<file path="src/rtl/axis_pattern_source_if.sv">
// AXI4-Stream bundle between the pattern source and its sink.
//   tdata  : stream data word
//   tvalid : master has a beat available
//   tready : sink can accept a beat
//   tlast  : final beat of a burst
// Modports: master (drives tdata/tvalid/tlast), slave (drives tready).
interface axis_pattern_source_if #(
    parameter int unsigned DATA_WIDTH = 32
);
    logic [DATA_WIDTH-1:0] tdata;
    logic                  tvalid;
    logic                  tready;
    logic                  tlast;

    modport master (
        output tdata,
        output tvalid,
        output tlast,
        input  tready
    );

    modport slave (
        input  tdata,
        input  tvalid,
        input  tlast,
        output tready
    );
endinterface

</file>
<file path="src/rtl/axis_pattern_source.sv">
// AXI4-Stream burst generator. It emits `length` incrementing words starting
// at `seed`, with `gap` idle cycles after each accepted beat and TLAST on
// the final beat.
//   clock      : rising-edge clock
//   reset      : asynchronous active-low reset
//   start      : one-cycle burst request, honoured only when idle
//   seed       : first data word of the burst
//   length     : number of beats; 0 gives an immediate done pulse
//   gap        : idle cycles inserted after each accepted beat
//   m_axis     : stream master (tdata/tvalid/tlast out, tready in)
//   busy       : burst in progress
//   done       : one-cycle pulse when a burst completes
//   beat_count : beats accepted in the current or most recent burst
// Every output comes directly from a flop, so tready has no combinational
// path to any output.
module axis_pattern_source #(
    parameter int unsigned DATA_WIDTH = 32,
    parameter int unsigned LEN_WIDTH  = 16,
    parameter int unsigned GAP_WIDTH  = 8
) (
    input  logic                  clock,
    input  logic                  reset,
    input  logic                  start,
    input  logic [DATA_WIDTH-1:0] seed,
    input  logic [LEN_WIDTH-1:0]  length,
    input  logic [GAP_WIDTH-1:0]  gap,
    axis_pattern_source_if.master m_axis,
    output logic                  busy,
    output logic                  done,
    output logic [LEN_WIDTH-1:0]  beat_count
);

    typedef enum logic [1:0] {
        IDLE = 2'd0,
        SEND = 2'd1,
        GAP  = 2'd2
    } state_t;

    state_t                state_q, state_d;
    logic [DATA_WIDTH-1:0] data_q, data_d;
    logic [LEN_WIDTH-1:0]  len_q, len_d;
    logic [LEN_WIDTH-1:0]  beat_q, beat_d;
    logic [GAP_WIDTH-1:0]  gap_q, gap_d;
    logic [GAP_WIDTH-1:0]  gcnt_q, gcnt_d;
    logic                  tvalid_q, tvalid_d;
    logic                  tlast_q, tlast_d;
    logic                  busy_q, busy_d;
    logic                  done_q, done_d;

    always_comb begin
        state_d  = state_q;
        data_d   = data_q;
        len_d    = len_q;
        beat_d   = beat_q;
        gap_d    = gap_q;
        gcnt_d   = gcnt_q;
        tvalid_d = tvalid_q;
        tlast_d  = tlast_q;
        busy_d   = busy_q;
        done_d   = 1'b0;

        unique case (state_q)
            IDLE: begin
                if (start) begin
                    data_d = seed;
                    len_d  = length;
                    gap_d  = gap;
                    beat_d = '0;
                    if (length != '0) begin
                        state_d  = SEND;
                        tvalid_d = 1'b1;
                        busy_d   = 1'b1;
                        tlast_d  = (length == LEN_WIDTH'(1));
                    end else begin
                        done_d = 1'b1;
                    end
                end
            end
            SEND: begin
                if (tvalid_q && m_axis.tready) begin
                    beat_d = beat_q + LEN_WIDTH'(1);
                    data_d = data_q + DATA_WIDTH'(1);
                    if (tlast_q) begin
                        state_d  = IDLE;
                        tvalid_d = 1'b0;
                        tlast_d  = 1'b0;
                        busy_d   = 1'b0;
                        done_d   = 1'b1;
                    end else if (gap_q == '0) begin
                        tlast_d = (beat_d == len_q - LEN_WIDTH'(1));
                    end else begin
                        state_d  = GAP;
                        gcnt_d   = gap_q;
                        tvalid_d = 1'b0;
                        tlast_d  = 1'b0;
                    end
                end
            end
            GAP: begin
                gcnt_d = gcnt_q - GAP_WIDTH'(1);
                // Leaving on the count of 1 yields exactly `gap` idle cycles.
                if (gcnt_q == GAP_WIDTH'(1)) begin
                    state_d  = SEND;
                    tvalid_d = 1'b1;
                    tlast_d  = (beat_q == len_q - LEN_WIDTH'(1));
                end
            end
            default: begin
                state_d  = IDLE;
                tvalid_d = 1'b0;
                tlast_d  = 1'b0;
                busy_d   = 1'b0;
            end
        endcase
    end

    always_ff @(posedge clock or negedge reset) begin
        if (!reset) begin
            state_q  <= IDLE;
            data_q   <= '0;
            len_q    <= '0;
            beat_q   <= '0;
            gap_q    <= '0;
            gcnt_q   <= '0;
            tvalid_q <= 1'b0;
            tlast_q  <= 1'b0;
            busy_q   <= 1'b0;
            done_q   <= 1'b0;
        end else begin
            state_q  <= state_d;
            data_q   <= data_d;
            len_q    <= len_d;
            beat_q   <= beat_d;
            gap_q    <= gap_d;
            gcnt_q   <= gcnt_d;
            tvalid_q <= tvalid_d;
            tlast_q  <= tlast_d;
            busy_q   <= busy_d;
            done_q   <= done_d;
        end
    end

    assign m_axis.tdata  = data_q;
    assign m_axis.tvalid = tvalid_q;
    assign m_axis.tlast  = tlast_q;
    assign busy          = busy_q;
    assign done          = done_q;
    assign beat_count    = beat_q;

endmodule

</file>
<file path="src/flat_wrapper.sv">
// flat-port wrapper written by rule: the top's interface ports become plain ports
module axis_pattern_source_flat 
#(
    parameter int unsigned DATA_WIDTH = 32,
    parameter int unsigned LEN_WIDTH  = 16,
    parameter int unsigned GAP_WIDTH  = 8
)
  (clock, reset, start, seed, length, gap, busy, done, beat_count, m_axis_tdata, m_axis_tvalid, m_axis_tlast, m_axis_tready);
  axis_pattern_source_if #(.DATA_WIDTH(DATA_WIDTH)) m_axis_i ();
  input  logic clock;
  input  logic reset;
  input  logic start;
  input  logic [DATA_WIDTH-1:0] seed;
  input  logic [LEN_WIDTH-1:0] length;
  input  logic [GAP_WIDTH-1:0] gap;
  output logic busy;
  output logic done;
  output logic [LEN_WIDTH-1:0] beat_count;
  output wire logic [$bits(m_axis_i.tdata)-1:0] m_axis_tdata;
  output wire logic [$bits(m_axis_i.tvalid)-1:0] m_axis_tvalid;
  output wire logic [$bits(m_axis_i.tlast)-1:0] m_axis_tlast;
  input wire logic [$bits(m_axis_i.tready)-1:0] m_axis_tready;
  assign m_axis_tdata = m_axis_i.tdata;
  assign m_axis_tvalid = m_axis_i.tvalid;
  assign m_axis_tlast = m_axis_i.tlast;
  assign m_axis_i.tready = m_axis_tready;
  axis_pattern_source #(.DATA_WIDTH(DATA_WIDTH), .LEN_WIDTH(LEN_WIDTH), .GAP_WIDTH(GAP_WIDTH)) u_core (.clock(clock), .reset(reset), .start(start), .seed(seed), .length(length), .gap(gap), .m_axis(m_axis_i), .busy(busy), .done(done), .beat_count(beat_count));
endmodule
</file>
<file path="config.mk">
export PLATFORM = sky130hd
export DESIGN_NAME = axis_pattern_source_flat
export DESIGN_NICKNAME = d
export VERILOG_FILES = /design/src/rtl/axis_pattern_source_if.sv /design/src/rtl/axis_pattern_source.sv /design/src/flat_wrapper.sv
export SDC_FILE = /design/constraint.sdc
export NUM_CORES = 1
export LEC_CHECK = 0
export CAP_MARGIN = 20
export CORE_UTILIZATION = 40
export CTS_CLUSTER_SIZE = 25
export DETAILED_ROUTE_END_ITERATION = 8
export PLACE_DENSITY = 0.65
export SLEW_MARGIN = 20
export SYNTH_ARGS = -nofsm -noshare
export SYNTH_HDL_FRONTEND = slang
export SYNTH_SLANG_ARGS = --single-unit
export TNS_END_PERCENT = 1
</file>
<file path="constraint.sdc">
create_clock -name clock -period 3.4 [get_ports clock]
set_input_delay 0.34 -clock clock [delete_from_list [all_inputs] [get_ports clock]]
set_output_delay 0.34 -clock clock [all_outputs]
set_load 0.01 [all_outputs]
</file>
==> impl_metrics.csv, run 1 <==
group,metric,value,unit
final_layout,nets,826,
clock_tree,cts-buffers-inserted,9,
min_path,hold_path_class,"in -> async",
grt,grt_max_degree,85,
timing,setup_tns,0,ns
place,port_buffers,111,
yosys,yosysUniqueCellTypes,60,
floorplanning,ioPinCount,112,
grt,grtUsageTotal,0.2348,
timing,setup_violations,0,
worst_setup_path,cp-startpoint,"u_core.beat_count[1]",
pwr,powerDensity,832.5,nW/um^2
drt,drt_wl_total,15.50,mm
worst_setup_path,endpoint_kind,"flop",
yosys,yosysSeqAreaShare,0.3982,
yosys,synthCells,667,
yosys,syn_nets,732,
grt,grt_pass1_vias,5163,
worst_setup_path,critPathMaxFanout,8,
pwr,comb_power_share,0.494,
pwr,p_leak,2.736,nW
timing,clock_skew,0.006559,ns
clock_tree,cts_resized,0,
timing,relSlewSlack,0.3629,
worst_setup_path,arrival,3.05,ns
outcome,status,"finished, final reports clean",
clock_tree,cts_root_buf,"clkbuf_16",
drt,viasPerCell,5.623,
floorplanning,initial_core_util,0.4165,
pwr,p_seq_frac,0.347,
yosys,synth_top_area_cell,"dfrtp_1",
pwr,power,0.005731,W
grt,grt_overflow_total,0,
timing,hold_violations,0,
worst_setup_path,crit_path_max_incr_delay,0.63,ns
floorplanning,coreArea,12820,sq um
clock_tree,cts_hold_buf,0,
place,post_dp_cell_area,6611,sq um
yosys,syn_area_per_cell,8.008,sq um
clock_tree,htreeDepth,3,
drt,drtIter0Drc,388,
final_layout,drive_gt1_frac,0.05222,
clock_tree,clkTransAtPathRegs,0.06,ns
clock_tree,cts_sinks,85,
yosys,synth_flop_cell,"dfrtp_1",
worst_setup_path,required,3.65,ns
pwr,switching_share,0.4391,
drt,vias,5274,
clock_tree,post_cts_buffers,0,
floorplanning,rows,41,
timing,period_share,0.8243,
yosys,synth_top_area_frac,0.3982,
worst_setup_path,crit_chain,"ha_1, nand4_1, nor4_1, nor3_1, nor4bb_1, and4_1, o2111ai_1, a222oi_1",
grt,grt_pass1_wl,26.16,mm
timing,tightest_slew,0.9469,ns
timing,period_needed,2.803,ns
clock_tree,clock_latency,0.35,ns
final_layout,design_area,6884,sq um
clock_tree,cts_tree,"done",
place,hpwl,11.43,mm
pwr,clock_power_share,0.159,
pwr,internal_power,0.003215,W
run,maxCapViolations,0,
drt,firstDrtPassIters,5,
drt,drc,0,
yosys,async_flop_share,1.000,
worst_setup_path,reg2reg_from,"u_core.beat_count[1]",
place,gp_congestion,0.9187,
final_layout,area_growth,28.88,%
floorplanning,dieArea,13820,sq um
clock_tree,clockBufferDepth,2,
pwr,ir_worst_vdd,372.9,uV
timing,fmax,356.8,MHz
floorplanning,die_w,117.6,um
yosys,synth-seq-cells,85,
pwr,p_switching,0.002517,W
worst_setup_path,critPathKind,"reg -> reg",
yosys,yosysWarningCount,0,
yosys,synth_area_leaders,"dfrtp_1 (40%), nand2_1 (9.3%), o21ai_0 (6.7%)",
timing,drv_slew,0,
drt,antenna_left,0,
grt,antenna_found_initial,0,
worst_setup_path,r2r_cells,8,
worst_setup_path,slowest_stage,"nor4_1",
floorplanning,die_h,117.6,um
yosys,synth_edf_count,0,
drt,post_drt_wl_per_cell,16.53,um
worst_setup_path,start_kind,"flop",
yosys,netlist_area,5341,sq um
final_layout,num_antenna_cells,0,
timing,rsz0062_at_grt,"no",
-- Yosys cell counts (2+ instances only) --
library cell,n
a21o_1,2
o22ai_1,11
nand2_1,132
a211oi_1,2
xnor3_1,2
clkbuf_1,33
nand2b_1,6
o31ai_1,5
nand4_1,13
o21a_1,4
a31oi_1,10
o22a_1,4
or3_1,5
a21oi_1,54
inv_1,10
nor2_1,48
buf_1,3
and2_1,6
and4_1,9
nor3b_2,2
o21ai_0,71
a32oi_1,5
nor3_1,14
ha_1,5
nand3b_1,2
nor2b_1,5
o2bb2a_1,2
nand3_1,26
nor4_1,16
xnor2_1,20
dfrtp_1,85
xor2_1,13
and3_1,8
and3b_1,2
nor4_2,2
a22o_1,6
-- logic make-up after synthesis --
family / after synthesis / share of synthesized area
AND/OR/NAND/NOR: 306 / 0.2823
AO/OA/AOI/OAI: 185 / 0.2029
flip-flops: 85 / 0.3982
buffers and inverters: 48 / 0.03537
XOR/XNOR: 36 / 0.06559
adder cells (fa/ha/maj): 5 / 0.01171
multiplexers: 2 / 0.003982
-- power by group through the flow --
stage / Sequential [W] / Combinational [W] / Clock, W
finish: 0.00199 / 0.00283 / 0.000912
global route: 0.00206 / 0.00318 / 0.000970
CTS: 0.00198 / 0.00284 / 0.000942
detailed placement: 0.00199 / 0.00283 / 0
global placement: 0.00197 / 0.00278 / 0
floorplan: 0.00190 / 0.00183 / 0
-- cells in the final DEF, fill, tap and decap left out, types with 3 or more instances in the layout --
cell type / Yosys / layout
dfrtp_1: 85 / 85
ha_1: 5 / 5
o22ai_1: 11 / 11
or3_1: 5 / 5
nor3_1: 14 / 14
and3_1: 8 / 8
clkinvlp_4: 0 / 3
a32oi_1: 5 / 5
o31ai_1: 5 / 5
and4_1: 9 / 9
xor2_1: 13 / 13
o22a_1: 4 / 4
a22o_1: 6 / 6
buf_4: 0 / 9
a21oi_1: 54 / 54
nand2_1: 132 / 132
and2_1: 6 / 6
o21a_1: 4 / 4
nand2b_1: 6 / 6
inv_1: 10 / 10
nand3_1: 26 / 26
nor2_1: 48 / 47
nor4_1: 16 / 16
a31oi_1: 10 / 10
o21ai_0: 71 / 71
xnor2_1: 20 / 20
clkbuf_16: 0 / 9
nor2b_1: 5 / 4
nand4_1: 13 / 13
clkdlybuf4s50_1: 0 / 110
-- layer usage --
layer / vias to the layer above / global-route usage / routed length [um]
met5: - / 0 / 0
li1: 2587 / - / -
met2: 147 / 0.3824 / 7382
met4: 0 / 0.07131 / 260
met3: 20 / 0.05475 / 730
met1: 2520 / 0.3090 / 7128
-- metrics by stage --
stage          setup slack [ns]  hold slack, ns  std cells    util
6_report                 0.5974         0.05352        938  0.5368
5_1_grt                  0.3943          0.1205        938  0.5368
4_1_cts                  0.6536          0.2513        938  0.5365
3_5_place_dp             0.6758          0.4887        922  0.5155
3_3_place_gp             0.7110          0.4884        922  0.5155
2_1_floorplan             1.012         0.04441        667       -
-- state kept, by name (all words and copies together) (netlist names) --
register	count
u_core.beat_count	16
u_core.done	1
u_core.m_axis.tdata	32
u_core.busy	1
u_core.state_q	1
u_core.m_axis.tlast	1
u_core.gap_q	8
u_core.m_axis.tvalid	1
u_core.len_q	16
u_core.gcnt_q	8
-- worst max-delay path, delay by kind of cell, from the launching register on --
kind	cells	cell delay [ns]
simple gates	5	1.46
flops	1	0.49
compound gates	2	0.38
fa+ha+maj	1	0.36
-- worst paths after layout --
kind / end / slack (ns)
max: u_core.m_axis.tlast / 0.60
max reg2reg: u_core.m_axis.tlast / 0.60
min in group clock: u_core.len_q[15] / 0.50
min: u_core.len_q[14] / 0.05
min reg2reg: u_core.len_q[15] / 0.50
max in group asynchronous: u_core.len_q[5] / 2.80
-- area by class of cell --
type	instances	area [sq um]
clock buffers	11	232.7
clock inverters	5	36.28
fillers	1211	5941
inverters	10	37.54
multi-input cells	534	3035
flip-flops and latches	85	2127
well taps	172	215.2
repair buffers	121	1200
Power figures use the tool's default switching activity.
==> run 2: changes to the inputs <==
clock period = 2.9 ns   (was 3.4 ns; I/O delays follow)
==> impl_metrics.csv, run 2 (synthesis gave the netlist of run 1 again) <==
group,metric,value,unit
timing,relSlewSlack,0.5358,
floorplanning,coreArea,12820,sq um
clock_tree,cts_hold_buf,0,
floorplanning,dieArea,13820,sq um
clock_tree,clkTransAtPathRegs,0.06,ns
worst_setup_path,endpoint_kind,"flop",
timing,rsz0062_at_grt,"no",
worst_setup_path,crit_path_max_incr_delay,0.48,ns
timing,period_needed,2.585,ns
place,post_dp_cell_area,6681,sq um
final_layout,area_growth,30.10,%
worst_setup_path,arrival,2.83,ns
worst_setup_path,required,3.14,ns
outcome,status,"finished, violations left",
drt,drtIter0Drc,381,
grt,grtUsageTotal,0.2368,
grt,grt_overflow_total,0,
final_layout,drive_gt1_frac,0.06572,
timing,clock_skew,0.008202,ns
timing,setup_tns,0,ns
final_layout,num_antenna_cells,0,
final_layout,largest_reg_flops,32,
timing,tightest_slew,0.6963,ns
outcome,violations,"hold timing",
clock_tree,clockBufferDepth,2,
final_layout,design_area,6949,sq um
clock_tree,clock_latency,0.35,ns
timing,drv_slew,0,
drt,post_drt_wl_per_cell,16.91,um
floorplanning,rows,41,
drt,firstDrtPassIters,5,
drt,viasPerCell,5.684,
pwr,ir_worst_vdd,399.7,uV
clock_tree,cts_resized,0,
place,port_buffers,111,
clock_tree,cts_sinks,85,
final_layout,layout_common_cells,"nand2_1 (132), clkdlybuf4s50_1 (110), dfrtp_1 (85)",
floorplanning,die_w,117.6,um
place,gp_congestion,0.8956,
worst_setup_path,start_kind,"flop",
grt,grt_pass1_wl,26.41,mm
timing,setup_violations,0,
drt,antenna_left,0,
worst_setup_path,rr_endpoint,"u_core.m_axis.tlast",
timing,fin_hold_ws,-0.02684,ns
timing,period_share,0.8915,
worst_setup_path,critPathMaxFanout,8,
floorplanning,initial_core_util,0.4165,
final_layout,layout_commonest_cell,"nand2_1",
worst_setup_path,slowest_stage,"dfrtp_1",
timing,fmax,386.8,MHz
min_path,hold_path_class,"in -> async",
clock_tree,cts_root_buf,"clkbuf_16",
worst_setup_path,r2r_cells,8,
floorplanning,die_h,117.6,um
worst_setup_path,critPathKind,"reg -> reg",
worst_setup_path,reg2reg_from,"u_core.beat_count[0]",
pwr,p_leak,2.793,nW
timing,hold_violations,18,
grt,grt_max_degree,52,
drt,vias,5388,
floorplanning,ioPinCount,112,
pwr,powerDensity,976.5,nW/um^2
clock_tree,cts-buffers-inserted,9,
run,maxCapViolations,0,
worst_setup_path,ff2ff_setup_slack,0.31,ns
drt,drc,0,
clock_tree,post_cts_buffers,0,
worst_setup_path,crit_chain,"ha_1, nand4_1, nor4_1, nor3_1, nor4bb_1, and4_1, o2111ai_1, a222oi_1",
grt,antenna_found_initial,0,
place,hpwl,11.63,mm
grt,grt_pass1_vias,5111,
drt,drt_wl_total,16.03,mm
clock_tree,htreeDepth,3,
clock_tree,cts_tree,"done",
final_layout,nets,837,
final_layout,fillers,1222,
-- run 2: routing by layer --
layer / vias to the layer above / GRT usage / routed length [um]
met4: 0 / 0.06010 / 193
li1: 2604 / - / -
met2: 140 / 0.3968 / 7817
met3: 14 / 0.04942 / 771
met1: 2630 / 0.3107 / 7251
met5: - / 0 / 0
-- run 2: power breakdown --
| group | switching, W | leakage (nW) | internal, W |
|---|---|---|---|
| combinational | 0.00184 | 1.62 | 0.00154 |
| clock | 0.000482 | 0.127 | 0.000596 |
| sequential | 0.000667 | 1.04 | 0.00166 |
-- run 2: cell type report --
| cell class | instances | area (sq um) | share of cell area |
|---|---|---|---|
| flip-flops and latches | 85 | 2127 | 0.3061 |
| multi-input cells | 534 | 3035 | 0.4368 |
| repair buffers | 132 | 1266 | 0.1822 |
| well taps | 172 | 215.2 | 0.03097 |
| inverters | 10 | 37.54 | 0.005402 |
| clock inverters | 4 | 25.02 | 0.003601 |
| clock buffers | 11 | 242.7 | 0.03493 |
-- run 2: worst max-delay path by stage --
stage / startpoint / to / slack (ns) / cells after the start
after detailed placement: u_core.len_q[2] / u_core.m_axis.tlast / 0.35 / 7
after CTS: u_core.len_q[2] / u_core.m_axis.tlast / 0.35 / 7
after global placement: u_core.len_q[0] / u_core.m_axis.tlast / 0.40 / 10
after floorplan: u_core.len_q[4] / u_core.m_axis.tlast / 0.51 / 8
final: u_core.beat_count[0] / u_core.m_axis.tlast / 0.31 / 8
after global routing: u_core.beat_count[0] / u_core.m_axis.tlast / 0.11 / 8
-- run 2: worst max-delay path, delay by kind of cell, from the launching register on --
family | cells | cell delay (ns)
flip-flops | 1 | 0.48
adder cells (fa/ha/maj) | 1 | 0.35
AND/OR/NAND/NOR | 5 | 1.26
AO/OA/AOI/OAI | 2 | 0.38
-- run 2: stage by stage --
stage               worst slack, ns  total power, W  cells    util
global placement             0.3990        0.005628    933  0.5210
finish                       0.3147        0.006786    948  0.5419
global route                 0.1069        0.007296    948  0.5419
detailed placement           0.3511        0.005707    933  0.5210
floorplan                    0.5124        0.004372    667       -
CTS                          0.3480        0.006802    948  0.5419
==> run 3: changes to the inputs <==
CORE_UTILIZATION = 30   (was 40)
GPL_TIMING_DRIVEN = 0   (was not set)
PLACE_DENSITY = not set   (was 0.65)
PLACE_DENSITY_LB_ADDON = 0.25   (was not set)
==> impl_metrics.csv, run 3 (synthesis gave the netlist of run 1 again) <==
group,metric,value,unit
clock_tree,clkTransAtPathRegs,0.08,ns
timing,setup_tns,0,ns
final_layout,drive_gt1_frac,0.04648,
final_layout,nets,856,
clock_tree,cts_root_buf,"clkbuf_16",
pwr,powerDensity,981.0,nW/um^2
worst_setup_path,critPathMaxFanout,8,
grt,grt_max_degree,46,
worst_setup_path,endpoint_kind,"flop",
timing,relSlewSlack,0.3592,
drt,viasPerCell,5.267,
worst_setup_path,start_kind,"flop",
floorplanning,die_h,135.4,um
clock_tree,clock_latency,0.37,ns
floorplanning,coreArea,17360,sq um
worst_setup_path,ff2ff_setup_slack,0.15,ns
grt,grt_overflow_total,0,
floorplanning,initial_core_util,0.3077,
timing,setup_violations,0,
pwr,p_leak,2.773,nW
timing,rsz0062_at_grt,"yes",
final_layout,layout_commonest_cell,"nand2_1",
worst_setup_path,arrival,2.99,ns
final_layout,layout_common_cells,"nand2_1 (132), clkdlybuf4s50_1 (110), dfrtp_1 (85)",
place,gp_congestion,0.8536,
clock_tree,cts_sinks,85,
worst_setup_path,critPathKind,"reg -> reg",
timing,period_needed,2.747,ns
pwr,ir_worst_vdd,411.7,uV
clock_tree,cts-buffers-inserted,9,
worst_setup_path,required,3.14,ns
min_path,hold_path_class,"in -> async",
outcome,status,"finished, final reports clean",
drt,post_drt_wl_per_cell,16.76,um
worst_setup_path,crit_path_max_incr_delay,0.52,ns
worst_setup_path,rr_endpoint,"u_core.m_axis.tdata[25]",
worst_setup_path,reg2reg_from,"u_core.m_axis.tdata[5]",
final_layout,num_antenna_cells,0,
worst_setup_path,crit_chain,"clkbuf_1, and4_1, and3_1, buf_2, nand3_1, nor2_2, or4b_1, o22ai_1, o2bb2a_1",
timing,tightest_slew,0.9524,ns
clock_tree,clockBufferDepth,2,
timing,clock_skew,0.01709,ns
drt,drc,0,
timing,drv_slew,0,
worst_setup_path,slowest_stage,"or4b_1",
drt,vias,5378,
grt,grt_pass1_wl,27.77,mm
final_layout,fillers,1790,
timing,hold_violations,0,
clock_tree,cts_tree,"done",
clock_tree,post_cts_buffers,0,
grt,grtUsageTotal,0.1960,
timing,period_share,0.9474,
floorplanning,ioPinCount,112,
floorplanning,die_w,135.4,um
final_layout,area_growth,32.65,%
grt,antenna_found_initial,0,
timing,fmax,364.0,MHz
grt,grt_pass1_vias,5246,
worst_setup_path,r2r_cells,9,
drt,firstDrtPassIters,6,
clock_tree,htreeDepth,3,
floorplanning,dieArea,18340,sq um
final_layout,largest_reg_flops,32,
drt,antenna_left,0,
place,port_buffers,111,
run,maxCapViolations,0,
drt,drt_wl_total,17.11,mm
floorplanning,rows,48,
drt,drtIter0Drc,370,
place,hpwl,12.56,mm
final_layout,final_core_util,0.4082,
-- run 3: cell types whose count changed in the layout (fill, tap and decap cells not counted), sizes merged --
cell	previous run	this run
clkinvlp	2	1
clkbuf	11	43
dlygate4sd3	0	1
clkinv	2	4
buf	22	7
inv	10	11
-- run 3: area by class of cell --
class                      count  area [sq um]  area share
multi-input combinational    534          3052      0.4307
sequential                    85          2127      0.3002
timing repair buffer         113          1150      0.1623
tap                          225         281.5     0.03973
clock buffer                  10         239.0     0.03373
buffer                        38         152.6     0.02154
clock inverter                 6         46.29    0.006534
inverter                      10         37.54    0.005298
-- run 3: layer usage --
layer	global-route usage	up-vias	share of wire
met1	0.2608	2560	0.46
met5	0	-	0
li1	-	2637	-
met2	0.3205	162	0.47
met3	0.03479	19	0.053
met4	0.06367	0	0.013
-- run 3: metrics by stage --
stage	cell area, sq um	power (W)	hold slack (ns)	worst slack [ns]	cells
2_1_floorplan	5341	0.004372	-0.005591	0.5124	667
3_3_place_gp	6734	0.005761	0.4863	-1.854	1003
3_5_place_dp	6763	0.005797	0.2526	0.09512	1004
4_1_cts	7058	0.006954	0.4353	0.1256	1021
5_1_grt	7086	0.007531	0.4632	-0.05261	1021
6_report	7086	0.006951	0.4166	0.1526	1021
-- run 3: how the worst max path moves through the flow --
stage | start | endpoint | slack (ns) | cells past startpoint
global route | u_core.beat_count[5] | u_core.m_axis.tlast | -0.05 | 8
finish | u_core.m_axis.tdata[5] | u_core.m_axis.tdata[25] | 0.15 | 9
floorplan | u_core.len_q[4] | u_core.m_axis.tlast | 0.51 | 8
detailed placement | m_axis_tready | u_core.beat_count[12] | 0.1 | 7
CTS | u_core.beat_count[0] | u_core.m_axis.tlast | 0.13 | 8
global placement | reset | u_core.beat_count[8] | -1.85 | 1
-- run 3: worst max-delay path, delay by kind of cell, from the launching register on --
kind	cells	cell delay [ns]
buf+inv	2	0.44
compound gates	2	0.36
simple gates	5	1.47
flops	1	0.35
-- run 3: timing repair --
item / in CTS / in global routing
endpoints found under the hold margin: 40 / 0
hold buffers: 1 / 0
gates resized for setup: 0 / 7
endpoints found under the setup margin: 0 / 21
-- run 3: power breakdown --
part / internal [W] / switching [W] / total [W]
Sequential: 0.00166 / 0.000611 / 0.00227
Clock: 0.000610 / 0.000525 / 0.00114
Combinational: 0.00154 / 0.00200 / 0.00354
